**src/rtl/uart_word_io.sv**
```systemverilog
// uart_word_io: assembles UART bytes into words through a small RX FIFO,
// and serialises core words back into bytes for the UART sender.
module uart_word_io #(
  parameter int WORD_BYTES = 4,
  parameter bit BIG_ENDIAN = 1'b1,
  parameter int RX_DEPTH   = 4,
  localparam int W  = 8 * WORD_BYTES,
  localparam int CW = $clog2(RX_DEPTH + 1)
) (
  input  logic          CLK,
  input  logic          RSTN,
  input  logic [7:0]    in_byte,
  input  logic          in_valid,
  output logic [7:0]    out_byte,
  output logic          out_valid,
  input  logic          out_ready,
  output logic [W-1:0]  rx_word,
  output logic          rx_word_valid,
  input  logic          rx_word_ready,
  input  logic [W-1:0]  tx_word,
  input  logic          tx_word_valid,
  output logic          tx_word_ready,
  input  logic          rx_abort,
  output logic [CW-1:0] rx_count,
  output logic          rx_overflow,
  input  logic          ovf_clr
);

  localparam int IW = (WORD_BYTES > 1) ? $clog2(WORD_BYTES) : 1;
  localparam int PW = $clog2(RX_DEPTH);
  localparam logic [IW-1:0] LAST = IW'(WORD_BYTES - 1);
  localparam logic [CW-1:0] FULL = CW'(RX_DEPTH);

  // byte index on the wire -> byte lane within the word
  function automatic logic [IW-1:0] slot(input logic [IW-1:0] i);
    return BIG_ENDIAN ? LAST - i : i;
  endfunction

  function automatic logic [7:0] pick(
    input logic [W-1:0]  w,
    input logic [IW-1:0] i
  );
    logic [W-1:0] sh;
    sh = w >> {slot(i), 3'b000};
    return sh[7:0];
  endfunction

  logic [IW-1:0] ri_q, ri_n;
  logic [W-1:0]  asm_q, asm_n, word;
  logic          push;

  always_comb begin
    ri_n  = ri_q;
    asm_n = asm_q;
    word  = asm_q;
    push  = 1'b0;
    if (rx_abort) begin
      ri_n  = '0;
      asm_n = '0;
    end else if (in_valid) begin
      for (int b = 0; b < WORD_BYTES; b++) begin
        if (slot(ri_q) == IW'(b)) word[b*8 +: 8] = in_byte;
      end
      if (ri_q == LAST) begin
        push  = 1'b1;
        ri_n  = '0;
        asm_n = '0;
      end else begin
        ri_n  = ri_q + 1'b1;
        asm_n = word;
      end
    end
  end

  always_ff @(posedge CLK or negedge RSTN) begin
    if (!RSTN) begin
      ri_q  <= '0;
      asm_q <= '0;
    end else begin
      ri_q  <= ri_n;
      asm_q <= asm_n;
    end
  end

  logic [W-1:0]  mem [RX_DEPTH];
  logic [PW-1:0] wp_q, rp_q;
  logic [CW-1:0] cnt_q, cnt_n;
  logic          valid_q, ovf_q;
  logic          full, pop, wr;

  assign full = (cnt_q == FULL);
  assign pop  = valid_q && rx_word_ready;
  // a full FIFO still takes a word when the head leaves the same cycle
  assign wr   = push && (!full || pop);

  always_comb begin
    unique case ({wr, pop})
      2'b10:   cnt_n = cnt_q + 1'b1;
      2'b01:   cnt_n = cnt_q - 1'b1;
      default: cnt_n = cnt_q;
    endcase
  end

  always_ff @(posedge CLK) begin
    if (wr) mem[wp_q] <= word;
  end

  always_ff @(posedge CLK or negedge RSTN) begin
    if (!RSTN) begin
      wp_q    <= '0;
      rp_q    <= '0;
      cnt_q   <= '0;
      valid_q <= 1'b0;
      ovf_q   <= 1'b0;
    end else begin
      if (wr)  wp_q <= wp_q + 1'b1;
      if (pop) rp_q <= rp_q + 1'b1;
      cnt_q   <= cnt_n;
      valid_q <= (cnt_n != '0);
      if (push && full && !pop) ovf_q <= 1'b1;
      else if (ovf_clr)         ovf_q <= 1'b0;
    end
  end

  assign rx_word       = valid_q ? mem[rp_q] : '0;
  assign rx_word_valid = valid_q;
  assign rx_count      = cnt_q;
  assign rx_overflow   = ovf_q;

  typedef enum logic {IDLE, SEND} state_t;

  state_t        state_q, state_n;
  logic [W-1:0]  tx_q, tx_n;
  logic [IW-1:0] ti_q, ti_n;
  logic          ov_q, ov_n;
  logic [7:0]    ob_q, ob_n;

  always_comb begin
    state_n = state_q;
    tx_n    = tx_q;
    ti_n    = ti_q;
    ov_n    = ov_q;
    ob_n    = ob_q;
    unique case (state_q)
      IDLE: begin
        if (tx_word_valid) begin
          state_n = SEND;
          tx_n    = tx_word;
          ti_n    = '0;
          ov_n    = 1'b1;
          ob_n    = pick(tx_word, '0);
        end
      end
      SEND: begin
        if (out_ready) begin
          if (ti_q == LAST) begin
            state_n = IDLE;
            ov_n    = 1'b0;
            ob_n    = '0;
          end else begin
            ti_n = ti_q + 1'b1;
            ob_n = pick(tx_q, ti_q + 1'b1);
          end
        end
      end
      default: state_n = IDLE;
    endcase
  end

  always_ff @(posedge CLK or negedge RSTN) begin
    if (!RSTN) begin
      state_q <= IDLE;
      tx_q    <= '0;
      ti_q    <= '0;
      ov_q    <= 1'b0;
      ob_q    <= '0;
    end else begin
      state_q <= state_n;
      tx_q    <= tx_n;
      ti_q    <= ti_n;
      ov_q    <= ov_n;
      ob_q    <= ob_n;
    end
  end

  assign tx_word_ready = (state_q == IDLE);
  assign out_valid     = ov_q;
  assign out_byte      = ob_q;

endmodule

```
**config.mk**
```make
export PLATFORM = sky130hd
export DESIGN_NAME = uart_word_io
export DESIGN_NICKNAME = d
export VERILOG_FILES = /design/src/rtl/uart_word_io.sv
export SDC_FILE = /design/constraint.sdc
export NUM_CORES = 1
export LEC_CHECK = 0
export ABC_AREA = 1
export ABC_CLOCK_PERIOD_IN_PS = 3000
export CORE_ASPECT_RATIO = 1.1
export CORE_UTILIZATION = 51
export CTS_BUF_LIST = sky130_fd_sc_hd__clkbuf_16
export CTS_CLUSTER_SIZE = 8
export DETAILED_ROUTE_END_ITERATION = 16
export GPL_TIMING_DRIVEN = 1
export PLACE_DENSITY = 0.72
export SLEW_MARGIN = 15
export SYNTH_ARGS = -nofsm -noshare
export SYNTH_HDL_FRONTEND = slang
export SYNTH_SLANG_ARGS = --single-unit
export TNS_END_PERCENT = 50
```
**constraint.sdc**
```tcl
create_clock -name CLK -period 3 [get_ports CLK]
set_clock_uncertainty 0.05 [all_clocks]
set_input_delay 0.6 -clock CLK [delete_from_list [all_inputs] [get_ports CLK]]
set_output_delay 0.6 -clock CLK [all_outputs]
set_load 0.02 [all_outputs]
```
# After elaboration in Yosys (flattened, before gate mapping)
# Memories as Yosys holds them, arrays and structs flattened.
# Index checks and enable logic that the tools add are counted.
[totals]
mem_bits_rw = 128
inputBits = 48
memories = 1
wordCells = 87
reg_bits = 87
[memory_table]
columns = ["memory", "depth", "word_bits", "rd", "rd_clocked_by_memory_dff", "wr", "line", "text"]
rows = [
  ["mem", 4, 32, 1, 0, 1, "85", "logic [W-1:0] mem [RX_DEPTH];"],
]
[classes]
addsub = 8
reduce_logical = 15
eq_ne = 12
muxes = 37
shifts = 1
n_bitwise = 1
[ops]
columns = ["cell", "count"]
rows = [
  ["two-way mux 32 bit", 6],
  ["two-way mux 8 bit", 7],
  [">> shifter 32 x 5 -> 8 bit", 1],
  ["one-hot mux 8 bit (2 select lines)", 1],
  ["two-way mux 1 bit", 13],
  ["two-way mux 2 bit", 6],
  ["equality test 2 bit (second input constant)", 5],
  ["adder 2 x 1 -> 2 bit (second input constant)", 4],
  ["!= test 2 bit (second input constant)", 3],
  ["one-hot mux 3 bit (2 select lines)", 1],
  ["AND reduction 3 bit", 2],
  ["equality test 2 x 1 -> 1 bit (second input constant)", 2],
  ["logical AND 1 bit", 4],
  ["one-hot mux 1 bit (2 select lines)", 2],
  ["one-hot mux 2 bit (2 select lines)", 1],
  ["AND reduction 2 bit", 2],
  ["nonzero test 2 bit", 2],
  ["subtractor 2 bit (first input constant)", 2],
  ["adder 3 x 1 -> 3 bit (second input constant)", 1],
  ["equality test 3 bit (second input constant)", 1],
  ["nonzero test 3 bit", 1],
  ["subtractor 3 x 1 -> 3 bit (second input constant)", 1],
  ["zero test 1 bit", 2],
  ["zero test 2 bit", 1],
  ["other kinds (3)", 3],
]

# Logic depth before layout (Yosys ltp)
[logic_depth]
word_depth = 8
ltp_mapped = 15
mapped_depth_nobuf = 14

# Least setup slack after synthesis
# Ideal clock, no wire load.
[synth_timing]
path_kind = "reg2reg"
startpoint = "register ri_q[0]"
endpoint = "memory mem[0][0] in the netlist's numbering, enable pin"
required_time_ns = 2.529
path_buffers = 1
t_arrival_ns = 2.369
setup_ns = 0.421
period_less_slack_ns = 2.841
slack_ns = 0.159
path_stages_with_launch = 7
cell_sequence = "dfrtp_1 ha_1 buf_4 nand2_4 nor2_8 nand2_1 nor2_1"
[synth_between]
elab_chain_len = 7
[synth_lines]
columns = ["element", "line", "text"]
rows = [
  ["start: declaration", "48", "logic [IW-1:0] ri_q, ri_n;"],
  ["start signal: assignment", "80", "ri_q <= ri_n;"],
  ["equality test 2 bit", "64", "if (ri_q == LAST) begin"],
  ["two-way mux 1 bit", "64", ""],
  ["two-way mux 1 bit", "60", "end else if (in_valid) begin"],
  ["two-way mux 1 bit", "57", "if (rx_abort) begin"],
  ["logical AND 1 bit", "94", "assign wr = push && (!full || pop);"],
  ["two-way mux 1 bit", "105", "if (wr) mem[wp_q] <= word;"],
  ["two-way mux 1 bit (implied by the code)", "105", ""],
  ["end: declaration", "85", ""],
]
# No other way between the ends.

# Final worst setup path
[layout_timing]
startpoint = "register rp_q[0]"
endpoint = "output port rx_word[13]"
[layout_between]
elab_chain_len = 2
[layout_lines]
columns = ["element", "line", "text"]
rows = [
  ["start: declaration", "86", "logic [PW-1:0] wp_q, rp_q;"],
  ["start signal: assignment", "117", "if (pop) rp_q <= rp_q + 1'b1;"],
  ["memory (4 x 32 bit)", "n/a", ""],
  ["two-way mux 32 bit", "125", "assign rx_word = valid_q ? mem[rp_q] : '0;"],
  ["end: declaration", "17", "output logic [W-1:0] rx_word,"],
]
# No other way between the ends.

==> out/metrics.cfg <==
[synth]
synth_nets=955
synth_area_mm2=0.00917
yosys.area.top_type=edfxtp_1
syn_area_per_cell_um2=10.2
yosys-top-cells-count=nor2_1 (153), o21ai_0 (135), edfxtp_1 (128), nand2_1 (110), dfrtp_1 (87)
synthArstFlopShare_pct=40.5
ys_ff_latch=215
synth_edf_count=128
yosysUniqueCellTypes=28
synth_most_common_cell=nor2_1
yosys_warnings=0
synth_top_area_share_pct=41.9
synth_ff_type=edfxtp_1
syn-instance-count=897
yosysSeqAreaShare_pct=65.7
netlist_top_cells_area=edfxtp_1 (42%), dfrtp_1 (24%), o21ai_0 (7.4%)

[detailed_routing]
drt-pass1-iter-count=5
vias=6806
drc=0
drt_iter0_markers=469
routedWlPerCell_um=16.9
routed_wl_um=21200
ant_nets=0
post_drt_via_cell_ratio=5.41

[floorplan]
core-area_mm2=0.0177
fp.dieH_um=143
core.rowCount=51
initial_core_util_pct=51.9
num_io_pins=95
die_area_mm2=0.0185
fp.dieW_um=130

[run_status]
status=completed

[final_layout]
num-nets-final=1056
layoutNonFillerInstCount=1257
fin_area_mm2=0.0114
drive_gt1_share_pct=6.97
seq_area_mm2=0.00602
area_delta_synth_final_pct=23.9
fillers=1411
multiInputGateArea_mm2=0.00263
diodes=0

[timing]
hold_viol=0
rsz0062_at_grt=yes
timing_worst_slew_pin_value_ns=0.690
max_freq_mhz=344
finalSetupTns_ns=0
drv_slew=0
min_period_ns=2.91
min_period_over_period_pct=97.0
timing.slew.headroom_pct=54.0
setup_viol=0

[clocking]
clock_latency_ns=0.53
numCtsBuffers=30
clockRootBuffer=clkbuf_16
path_clk_slew_ns=0.05
cts_max_level=1
clockBufferDepth=3
cts.sinks=215
cts_tree=yes
cts_hold_buf=0

[critical_path]
critical_path.max_stage_delay_ns=0.62
crit_path_end_kind=primary output
cp-start-kind=register
rr_worst_depth=13
crit-reg2reg-launch=ri_q[1]
critical_path_arrival_ns=2.26
reg2reg_slack_ns=0.87
critical_path.cell_chain=inv_2 -> buf_12 -> o21ai_0 -> a21oi_1 -> clkdlybuf4s50_1
crit_type=reg -> out
critPathRequiredTime_ns=2.35
cp_max_fo=53
r2r-end=rx_word_valid
cpMaxStageDelayCell=clkdlybuf4s50_1

[power_and_ir_drop]
p_leak_nw=4.79
p_switching_w=0.00368
power.share.switching_pct=35.0
powerDensity_mw_per_mm2=925
ir_worst_vdd_mv=0.577
p_clk_share_pct=28.4
power.total_w=0.0105
power_frac_comb_pct=35.7
power.internal_w=0.00682
power_frac_seq_pct=35.9

[placed_design]
portBuffers=94
dpl.hpwl_um=12900
placed_cells=1201
placed_area_mm2=0.0104
routabilityCongestion=0.817

[grt]
grt_pass1_wl_um=33800
grtUsageTotal_pct=23.9
antenna_found_initial=0
overflow=0
grt_max_degree=54
first_global_vias=6780

[flow_run]
drv_cap=0

[worst_hold_path]
hold_class=in -> async

==> area by class of cell <==
cell class	count	area share, %
Clock buffer	31	6.83
Clock inverter	22	0.727
Inverter	80	2.67
Multi-Input combinational cell	553	23.2
Sequential cell	215	53.0
Tap cell	238	2.62
Timing Repair Buffer	118	10.9
==> worst max path at each step <==
stage / startpoint / to / slack [ns]
3_3_place_gp: rx_abort / rx_word_valid / 0.37
6_report: rp_q[0] / rx_word[13] / 0.09
2_1_floorplan: ri_q[0] / mem[0][0] / 0.16
3_5_place_dp: rx_abort / rx_word_valid / 0.33
4_1_cts: rp_q[0] / rx_word[27] / -0.05
5_1_grt: rp_q[0] / rx_word[26] / -0.02
==> cell usage in the layout, fill, tap and decap left out, types with 19 or more instances in the layout <==
| cell type | netlist | layout |
|---|---|---|
| nor2_1 | 153 | 149 |
| o21ai_0 | 135 | 135 |
| edfxtp_1 | 128 | 128 |
| nand2_1 | 110 | 110 |
| inv_1 | 75 | 97 |
| dfrtp_1 | 87 | 86 |
| clkdlybuf4s50_1 | 0 | 68 |
| a21oi_1 | 61 | 61 |
| clkbuf_16 | 0 | 31 |
| o22ai_1 | 27 | 27 |
| nand3_1 | 20 | 20 |
| o21ai_1 | 19 | 19 |
| dlymetal6s2s_1 | 0 | 19 |
==> critical path: cells and delay by family, from the launching register on <==
| kind | cells | cell delay, ns |
|---|---|---|
| compound gates | 2 | 0.28 |
| buf+inv | 3 | 0.94 |
| flops | 1 | 0.49 |
==> flip-flops by register name, indices dropped and copies added, names as in the netlist <==
name           cells
rp_q               2
mem              128
out_byte           8
rx_count           3
rx_overflow        1
rx_word_valid      1
ri_q               2
asm_q             32
tx_q              32
state_q            1
out_valid          1
ti_q               2
wp_q               2
==> power by group through the flow <==
stage / clock (W) / sequential [W] / combinational, W
floorplan: 0 / 0.00380 / 0.00228
global placement: 0 / 0.00381 / 0.00368
detailed placement: 0 / 0.00382 / 0.00378
CTS: 0.00302 / 0.00377 / 0.00378
global route: 0.00318 / 0.00382 / 0.00416
finish: 0.00298 / 0.00377 / 0.00375
==> metrics by stage <==
step           util, %  hold slack [ns]  setup WS, ns
3_3_place_gp      59.0            0.409         0.365
2_1_floorplan        -            0.254         0.159
6_report          64.2           0.0176        0.0890
3_5_place_dp      59.0            0.410         0.328
4_1_cts           63.8           0.0278       -0.0533
5_1_grt           64.2           0.0598       -0.0204
==> routing by layer <==
| metal | share of wire (%) | GRT usage, % | vias to the layer above |
|---|---|---|---|
| li1 | - | - | 3247 |
| met1 | 40 | 29.8 | 3284 |
| met2 | 51 | 42.1 | 230 |
| met3 | 6.4 | 3.82 | 45 |
| met4 | 2.4 | 8.02 | 0 |
| met5 | 0 | 0 | - |
==> timing repair <==
action | 4_1_cts | 5_1_grt
setup buffers | 1 | 2
resized for setup | 6 | 22
endpoints found under the hold margin | 0 | 0
endpoints found under the setup margin | 30 | 24
pin swaps | 0 | 0
==> cells by family after synthesis <==
logic type	count (synthesis)	share of synthesized area, %
xor gates and xnor gates	2	0.191
adders and majority gates	10	1.45
AOI/OAI and AO/OA	253	14.5
buffers and inverters	129	5.73
DFF	215	65.7
and+or+nand+nor	288	12.5
Note: power is estimated with default switching activity, not from simulation.
